$ cat config.mk
export PLATFORM = sky130hd
export DESIGN_NAME = expr_eval
export DESIGN_NICKNAME = d
export VERILOG_FILES = /design/src/rtl/expr_pkg.sv /design/src/rtl/expr_alu.sv /design/src/rtl/expr_eval.sv
export SDC_FILE = /design/constraint.sdc
export NUM_CORES = 2
export LEC_CHECK = 0
export ABC_AREA = 0
export BUFFER_PORTS_ARGS = -buffer_cell sky130_fd_sc_hd__buf_2
export CORE_MARGIN = 1.5
export CORE_UTILIZATION = 35
export CTS_CLUSTER_SIZE = 10
export DETAILED_ROUTE_END_ITERATION = 10
export PLACE_DENSITY = 0.53
export SLEW_MARGIN = 10
export SYNTH_ARGS = -nofsm -noshare
export SYNTH_HDL_FRONTEND = slang
export SYNTH_SLANG_ARGS = --single-unit
$ cat constraint.sdc
create_clock -name clk -period 32.4 [get_ports clk]
set_input_delay 9.72 -clock clk [delete_from_list [all_inputs] [get_ports clk]]
set_output_delay 9.72 -clock clk [all_outputs]
set_load 0.1 [all_outputs]
$ cat src/rtl/expr_pkg.sv
// Shared definitions for the expression evaluator: opcodes, notation select and FSM states.
// No logic here; types and constants only.
package expr_pkg;

  localparam logic [1:0] OP_ADD = 2'd0;
  localparam logic [1:0] OP_SUB = 2'd1;
  localparam logic [1:0] OP_MUL = 2'd2;
  localparam logic [1:0] OP_MAX = 2'd3;

  localparam logic NOT_PREFIX  = 1'b0;
  localparam logic NOT_POSTFIX = 1'b1;

  typedef enum logic [1:0] {
    ST_IDLE,
    ST_LOAD,
    ST_EVAL,
    ST_OUT
  } state_t;

endpackage

$ cat src/rtl/expr_alu.sv
// Combinational binary operator for the evaluator stack: add/sub/mul/signed max, wrapping at RES_W.
// Zero latency; no flow control.
module expr_alu
  import expr_pkg::*;
#(
  parameter int RES_W = 32
) (
  input  logic [RES_W-1:0] a,
  input  logic [RES_W-1:0] b,
  input  logic [1:0]       opcode,
  output logic [RES_W-1:0] result
);

  always_comb begin
    result = '0;
    case (opcode)
      OP_ADD:  result = a + b;
      OP_SUB:  result = a - b;
      OP_MUL:  result = a * b;
      OP_MAX:  result = ($signed(a) > $signed(b)) ? a : b;
      default: result = '0;
    endcase
  end

endmodule

$ cat src/rtl/expr_eval.sv
// Stack evaluator for prefix/postfix token streams; result N+1 cycles after the stream ends.
// No backpressure: tokens arriving during EVAL/OUT are dropped, excess tokens flag an error.
module expr_eval
  import expr_pkg::*;
#(
  parameter int DATA_W  = 5,
  parameter int MAX_TOK = 19,
  parameter int RES_W   = 32
) (
  input  logic              clk,
  input  logic              rst,
  input  logic              in_valid,
  input  logic              opt,
  input  logic              in_is_op,
  input  logic [DATA_W-1:0] in_data,
  output logic              out_valid,
  output logic [RES_W-1:0]  out,
  output logic              err
);

  localparam int CNT_W = $clog2(MAX_TOK + 1);
  localparam logic [CNT_W-1:0] MAX_CNT = CNT_W'(MAX_TOK);
  localparam logic [CNT_W-1:0] ONE     = CNT_W'(1);
  localparam logic [CNT_W-1:0] TWO     = CNT_W'(2);

  state_t state, state_nxt;

  logic              tok_op  [MAX_TOK];
  logic [DATA_W-1:0] tok_dat [MAX_TOK];
  logic [RES_W-1:0]  stk     [MAX_TOK];

  logic [CNT_W-1:0] cnt, step, sp;
  logic             mode, err_acc;

  logic [CNT_W-1:0] tok_idx, idx_top, idx_nxt, wr_idx, sp_nxt;
  logic             cur_op, wr_en, pop_err, last_step, err_fin;
  logic [DATA_W-1:0] cur_dat;
  logic [RES_W-1:0] top_val, nxt_val, alu_a, alu_b, alu_y, wr_val;

  assign last_step = (step == cnt - ONE);

  always_ff @(posedge clk) begin
    if (rst) state <= ST_IDLE;
    else     state <= state_nxt;
  end

  always_comb begin
    state_nxt = state;
    case (state)
      ST_IDLE: if (in_valid)  state_nxt = ST_LOAD;
      ST_LOAD: if (!in_valid) state_nxt = ST_EVAL;
      ST_EVAL: if (last_step) state_nxt = ST_OUT;
      ST_OUT:  state_nxt = ST_IDLE;
      default: state_nxt = ST_IDLE;
    endcase
  end

  // Prefix walks the buffer backwards so both notations reduce with the same stack machine.
  always_comb begin
    tok_idx = (mode == NOT_POSTFIX) ? step : (cnt - ONE - step);
    cur_op  = tok_op[tok_idx];
    cur_dat = tok_dat[tok_idx];
    idx_top = (sp != '0) ? (sp - ONE) : '0;
    idx_nxt = (sp >= TWO) ? (sp - TWO) : '0;
    top_val = stk[idx_top];
    nxt_val = stk[idx_nxt];
    alu_a   = (mode == NOT_POSTFIX) ? nxt_val : top_val;
    alu_b   = (mode == NOT_POSTFIX) ? top_val : nxt_val;
    wr_en   = 1'b0;
    wr_idx  = sp;
    wr_val  = '0;
    sp_nxt  = sp;
    pop_err = 1'b0;
    if (!cur_op) begin
      wr_en  = 1'b1;
      wr_val = {{(RES_W-DATA_W){1'b0}}, cur_dat};
      sp_nxt = sp + ONE;
    end else if (sp < TWO) begin
      pop_err = 1'b1;
    end else begin
      wr_en  = 1'b1;
      wr_idx = sp - TWO;
      wr_val = alu_y;
      sp_nxt = sp - ONE;
    end
    err_fin = err_acc | pop_err | (sp_nxt != ONE);
  end

  expr_alu #(.RES_W(RES_W)) u_alu (
    .a      (alu_a),
    .b      (alu_b),
    .opcode (cur_dat[1:0]),
    .result (alu_y)
  );

  always_ff @(posedge clk) begin
    if (state == ST_IDLE && in_valid) begin
      tok_op[0]  <= in_is_op;
      tok_dat[0] <= in_data;
    end
    if (state == ST_LOAD && in_valid && cnt < MAX_CNT) begin
      tok_op[cnt]  <= in_is_op;
      tok_dat[cnt] <= in_data;
    end
    if (state == ST_EVAL && wr_en) stk[wr_idx] <= wr_val;
  end

  always_ff @(posedge clk) begin
    if (rst) begin
      cnt       <= '0;
      step      <= '0;
      sp        <= '0;
      mode      <= NOT_PREFIX;
      err_acc   <= 1'b0;
      out_valid <= 1'b0;
      out       <= '0;
      err       <= 1'b0;
    end else begin
      out_valid <= 1'b0;
      out       <= '0;
      err       <= 1'b0;
      case (state)
        ST_IDLE: if (in_valid) begin
          cnt     <= ONE;
          step    <= '0;
          sp      <= '0;
          mode    <= opt;
          err_acc <= 1'b0;
        end
        ST_LOAD: if (in_valid) begin
          if (cnt < MAX_CNT) cnt <= cnt + ONE;
          else               err_acc <= 1'b1;
        end
        ST_EVAL: begin
          sp      <= sp_nxt;
          step    <= step + ONE;
          err_acc <= err_acc | pop_err;
          if (last_step) begin
            out_valid <= 1'b1;
            err       <= err_fin;
            out       <= err_fin ? '0 : wr_val;
          end
        end
        ST_OUT: begin
          sp  <= '0;
          cnt <= '0;
        end
        default: ;
      endcase
    end
  end

endmodule

# [Word-level counts from Yosys, hierarchy flattened]
# Memories as Yosys holds them, arrays and structs flattened.
# Cells that the tools add are included.
[totals] ram_bits=722 mem_count=3 elab_cells=111 ff_bits=53 out_inout_bits=34 input_bits=10
[classes] n_lt_le_gt_ge=4 n_reduce_logical=22 multipliers=1 n_eq_ne=14 n_mux=45 addsub=9 bitwise=4
[mem_list] name="stk" depth=19 width=32 rd=2 rd_ports_with_merged_regs=0 wr=1 line="expr_eval.sv:30" source="logic [RES_W-1:0] stk [MAX_TOK];"
[mem_list] name="tok_dat" depth=19 width=5 rd=1 rd_ports_with_merged_regs=0 wr=1 line="expr_eval.sv:29" source="logic [DATA_W-1:0] tok_dat [MAX_TOK];"
[mem_list] name="tok_op" depth=19 width=1 rd=1 rd_ports_with_merged_regs=0 wr=1 line="expr_eval.sv:28" source="logic tok_op [MAX_TOK];"
[op_table] operator="$mux W32" count=5
[op_table] operator="$pmux W32 S4" count=1
[op_table] operator="$mux W5" count=14
[op_table] operator="$add A32 B32 Y32" count=1
[op_table] operator="$gt A32 B32 Y1" count=1
[op_table] operator="$mul A32 B32 Y32" count=1
[op_table] operator="$sub A32 B32 Y32" count=1
[op_table] operator="$pmux W5 S3" count=2
[op_table] operator="$mux W1" count=17
[op_table] operator="$add A5 B1 Y5 const B" count=3
[op_table] operator="$ne A2 B2 Y1 const B" count=5
[op_table] operator="$pmux W5 S2" count=1
[op_table] operator="$sub A5 B1 Y5 const B" count=2
[op_table] operator="$reduce_bool A3 Y1" count=3
[op_table] operator="$eq A2 B2 Y1 const B" count=4
[op_table] operator="$pmux W2 S4" count=1
[op_table] operator="$reduce_and A4 Y1" count=2
[op_table] operator="$mux W2" count=3
[op_table] operator="$reduce_and A2 Y1" count=3
[op_table] operator="$eq A5 B5 Y1" count=1
[op_table] operator="$ge A5 B2 Y1 const B" count=1
[op_table] operator="$lt A5 B2 Y1 const B" count=1
[op_table] operator="$lt A5 B5 Y1 const B" count=1
[op_table] operator="$ne A5 B1 Y1 const B" count=1
[op_table] operator="17 further kinds" count=24

# [Depth between registers and ports, before layout]
# An unclocked memory read counts as a cell.
[logic_depth] depth_word=9 ltp_mapped=53 ltp_nobuf=40

# [Hierarchy]
# Synthesis repeated with hierarchy kept, for this count alone.
[unflattened] cells_unflattened=5440 area_unflattened_um2=57486.4
[modules_own_cells] module="expr_eval" cells_each=3058 area_each_um2=37556.0 n_inst=1 seq_area_each_um2=22741.8
[modules_own_cells] module="expr_alu" cells_each=2382 area_each_um2=19930.4 n_inst=1 seq_area_each_um2=0.0

# [Least setup slack after synthesis]
# OpenSTA, ideal clock, no wires.
[synth_timing] path_type="reg2reg" startpoint="register sp[0]" endpoint="memory stk[0][31] (data pin)" setup_time_ns=0.291 stages_incl_launch_ff=45 path_buffers=14 synth_period_minus_slack_ns=11.920 arrival_time_ns=11.629 path_slack_ns=20.480 path_cell_list="dfxtp_1 > buf_2 > inv_2 > buf_2 > buf_2 > clkbuf_1 > buf_1 > clkbuf_1 > ha_1 > or4b_1 > buf_2 > buf_6 > buf_6 > buf_2 > clkbuf_1 > buf_2 > a31oi_1 > o22ai_1 > [... 9 more ...] > inv_1 > fa_1 > fa_1 > fa_1 > fa_1 > fa_1 > xor2_1 > xnor2_1 > xnor2_1 > xnor2_1 > xnor2_1 > xnor3_1 > xor3_1 > xnor3_1 > xnor3_1 > xnor2_1 > a21oi_1 > nor2_1"
[synth_via] elab_chain_cells=9
[synth_lines] item="start: declaration" line="expr_eval.sv:32" source="logic [CNT_W-1:0] cnt, step, sp;"
[synth_lines] item="start signal: assignment" line="expr_eval.sv:135" source="sp <= sp_nxt;"
[synth_lines] item="branches (longest 7 deep; another with $mem_v2 Z19 W32)"
[synth_lines] item="$mux W32 *" line="expr_eval.sv:78" source="end else if (sp < TWO) begin"
[synth_lines] item="$mux W32 *" line="expr_eval.sv:74" source="if (!cur_op) begin"
[synth_lines] item="via wr_val[31]" line="expr_eval.sv:38" source="logic [RES_W-1:0] top_val, nxt_val, alu_a, alu_b, alu_y, wr_val;"
[synth_lines] item="end: declaration" line="expr_eval.sv:30"
# Mark *: on every way through the listed nets, which the timed path passes.

# [Worst setup path in the final report]
[layout_timing] startpoint="register sp[1]" endpoint="memory stk[2][31] (data pin)"
# The elaborated chain is that of the path after synthesis.

==> reports/metrics.csv <==
stage,metric,value,unit
status,status,"complete, no violations",
grt,remaining global-route overflow,0,
sta,setup tns final,0,ps
floorplan,# rows,148,
sta,final-report setup violation count,0,
critical_path,critical path required time,32760,ps
sta,Slew @ Worst Pin,1380,ps
critical_path,CP max stage delay,770,ps
cts,clock root buffer,clkbuf_16,
final_layout,layout cells sized above 1,0.104,
critical_path,nature of the critical path startpoint,register,
grt,initial antenna violation count,9,
sta,Fin Clk Skew,81.2,ps
critical_path,Crit path top cell by count,fa_1,
final_layout,multi-input logic area,0.0313,mm²
synthesis,Synth Register Bits,775,
critical_path,CP max FO,63,
drt,number of DRC violations after detailed-routing iteration 0,6167,
floorplan,die area,0.166,mm²
critical_path,R2R setup slack,17210,ps
synthesis,Gate Count Post-Synth,5513,
floorplan,# IOs,44,
drt,Final ANT Viol Nets,0,
critical_path,Critical Path Slowest Stage Cell,a21oi_2,
cts,register clock-pin slew on the reported worst setup and hold paths,60,ps
cts,Post-CTS Hold Fix Bufs,0,
final_layout,nets,6122,
grt,vias in the first global route,46100,
synthesis,Synthesized Nets,6139,
sta,Slew HR,0.0773,
place,PortBufs,43,
cts,Bufs on Longest Clock Path,3,
sta,fmax,65.8,MHz
synthesis,async set-reset flop share out of synthesis,0,
worst_hold_path,worst hold path class,reg -> reg,
grt,first-pass GRT wire length,340000,µm
critical_path,Worst Setup End Kind,register,
sta,min Tclk post-route,15190,ps
drt,Routed WL,240000,µm
floorplan,Core Footprint,0.162,mm²
grt,Tot GR Track Use,0.288,
cts,post-CTS setup buffers,0,
place,routability cong.,0.965,
sta,"Period Utilization, post-route",0.469,
synthesis,Most used DFF post-synth,edfxtp_1,
sta,Final Max Tran Viols,0,
sta,endpoints failing hold,0,
sta,RSZ-0062 raised after global routing,no,
synthesis,share of the yosys chip area belonging to registers,0.398,
final_layout,FF+latch area,0.0228,mm²
cts,cts repair resizes,0,
drt,DRT Pass-1 Iters,6,
final_layout,Area growth syn-to-layout,10.8,%
cts,# clock sinks,775,
floorplan,Die H,407,µm
drt,drt wl/cell,31.0,µm
drt,post-DR vias/cell,6.05,
cts,H-tree Lvls,3,
cts,"Clk Latency, worst-skew pair",740,ps
drt,Residual DRC,0,
run,Max-cap violations,0,
cts,cts bufs inserted,91,
synthesis,Avg Inst Size Synth,10.4,µm²
synthesis,Ys Warns,0,
floorplan,effective utilization at floorplan,0.352,
cts,CTS tree,done,
floorplan,Die Wd,407,µm
grt,largest net degree at the start of global routing,114,
synthesis,Post-synth EDFFs,722,
critical_path,WS Path Type,reg -> reg,
synthesis,number of distinct library cells after synthesis,103,
final_layout,Fillers,15900,
drt,Vias,46800,
synthesis,Synth Cell Area,0.0571,mm²
critical_path,Worst Path Arrival,15550,ps
place,dpl hpwl,157000,µm
Yosys cell counts, drive strengths merged (29+ instances only):
| library cell | number | area, µm² |
|---|---|---|
| edfxtp | 722 | 21700 |
| nor2 | 585 | 2200 |
| nand2 | 550 | 2070 |
| inv | 541 | 2030 |
| fa | 411 | 8230 |
| a21oi | 272 | 1370 |
| clkbuf | 220 | 827 |
| ha | 205 | 2560 |
| mux2i | 203 | 2040 |
| o21ai | 169 | 853 |
| buf | 137 | 793 |
| a211oi | 133 | 1010 |
| nand3 | 115 | 581 |
| xnor2 | 84 | 736 |
| a31oi | 80 | 507 |
| o22ai | 74 | 463 |
| and2 | 68 | 425 |
| and3 | 59 | 369 |
| mux2 | 58 | 653 |
| dfxtp | 53 | 1060 |
| nor3 | 53 | 265 |
| o211ai | 50 | 380 |
| a221oi | 48 | 427 |
| nor2b | 46 | 288 |
| mux4 | 38 | 856 |
| a22oi | 37 | 278 |
| a2111oi | 34 | 298 |
| a21o | 29 | 218 |
cells in the final DEF (no fill, tap or decap), types with 50 or more instances in the layout:
cell type / n
dfxtp_1: 50
o22ai_1: 73
a21oi_1: 264
nand3_1: 114
xnor2_1: 83
mux2i_1: 179
ha_1: 204
a211oi_1: 123
buf_4: 202
and2_1: 58
edfxtp_1: 722
inv_1: 534
nor2_1: 554
fa_1: 411
o21ai_0: 159
nand2_1: 547
clkbuf_16: 93
and3_1: 59
a31oi_1: 76
critical path, delay by kind of cell (launching register included):
| family | cells | cell delay, ps |
|---|---|---|
| AO/OA/AOI/OAI | 5 | 1800 |
| XOR/XNOR | 11 | 2850 |
| adder cells (fa/ha/maj) | 10 | 5050 |
| buffers and inverters | 9 | 3570 |
| flip-flops | 1 | 300 |
| AND/OR/NAND/NOR | 2 | 1070 |
layout make-up:
type,count,share of cell area
Clock buffer,127,0.0388
Multi-Input combinational cell,3820,0.495
Clock inverter,12,0.00281
Antenna cell,8,0.000316
Sequential cell,775,0.359
Inverter,561,0.0333
Timing Repair Buffer,247,0.0280
Tap cell,2175,0.0430
final timing paths:
kind / from / end / cells past startpoint
setup / recovery: sp[1]$_SDFFE_PP0P_ / stk[2][31]$_DFFE_PP_ / 37
hold / removal: step[0]$_SDFFE_PP0P_ / step[0]$_SDFFE_PP0P_ / 2
setup reg to reg: sp[1]$_SDFFE_PP0P_ / stk[2][31]$_DFFE_PP_ / 37
hold reg to reg: step[0]$_SDFFE_PP0P_ / step[0]$_SDFFE_PP0P_ / 2
flip-flops by register name, indices dropped and copies added (netlist names):
| signal | cells |
|---|---|
| stk | 608 |
| tok_dat | 95 |
| out | 32 |
| tok_op | 19 |
| cnt | 5 |
| sp | 5 |
| step | 5 |
| state | 2 |
| err | 1 |
| err_acc | 1 |
| mode | 1 |
| out_valid | 1 |
metrics by stage:
step / hold slack (ps) / instances / area (µm²) / util / setup WS, ps
after floorplan: 452 / 5513 / 57100 / - / 20480
after global placement: 488 / 7578 / 60700 / 0.374 / 17230
after detailed placement: 488 / 7578 / 60700 / 0.374 / 17260
after CTS: 499 / 7717 / 63300 / 0.390 / 17210
after global routing: 513 / 7718 / 63300 / 0.390 / 17030
final: 497 / 7725 / 63300 / 0.390 / 17210
per-layer routing:
metal / vias to the layer above / global-route usage / part of all wire
li1: 19500 / - / -
met1: 23600 / 0.389 / 0.40
met2: 3052 / 0.433 / 0.43
met3: 600 / 0.0725 / 0.12
met4: 8 / 0.131 / 0.051
met5: - / 0 / 0.00022
kinds of logic after synthesis:
kind of cell / after synthesis / share of synthesized area
adders and majority gates: 616 / 0.189
buffers and inverters: 918 / 0.0652
and+or+nand+nor: 1602 / 0.124
DFF: 775 / 0.398
AOI/OAI and AO/OA: 1186 / 0.142
muxes: 299 / 0.0621
xor gates and xnor gates: 117 / 0.0204
Power is left out: the tool's default activity adds up to more than one toggle a clock period on the data nets, which glitch-free logic cannot reach.
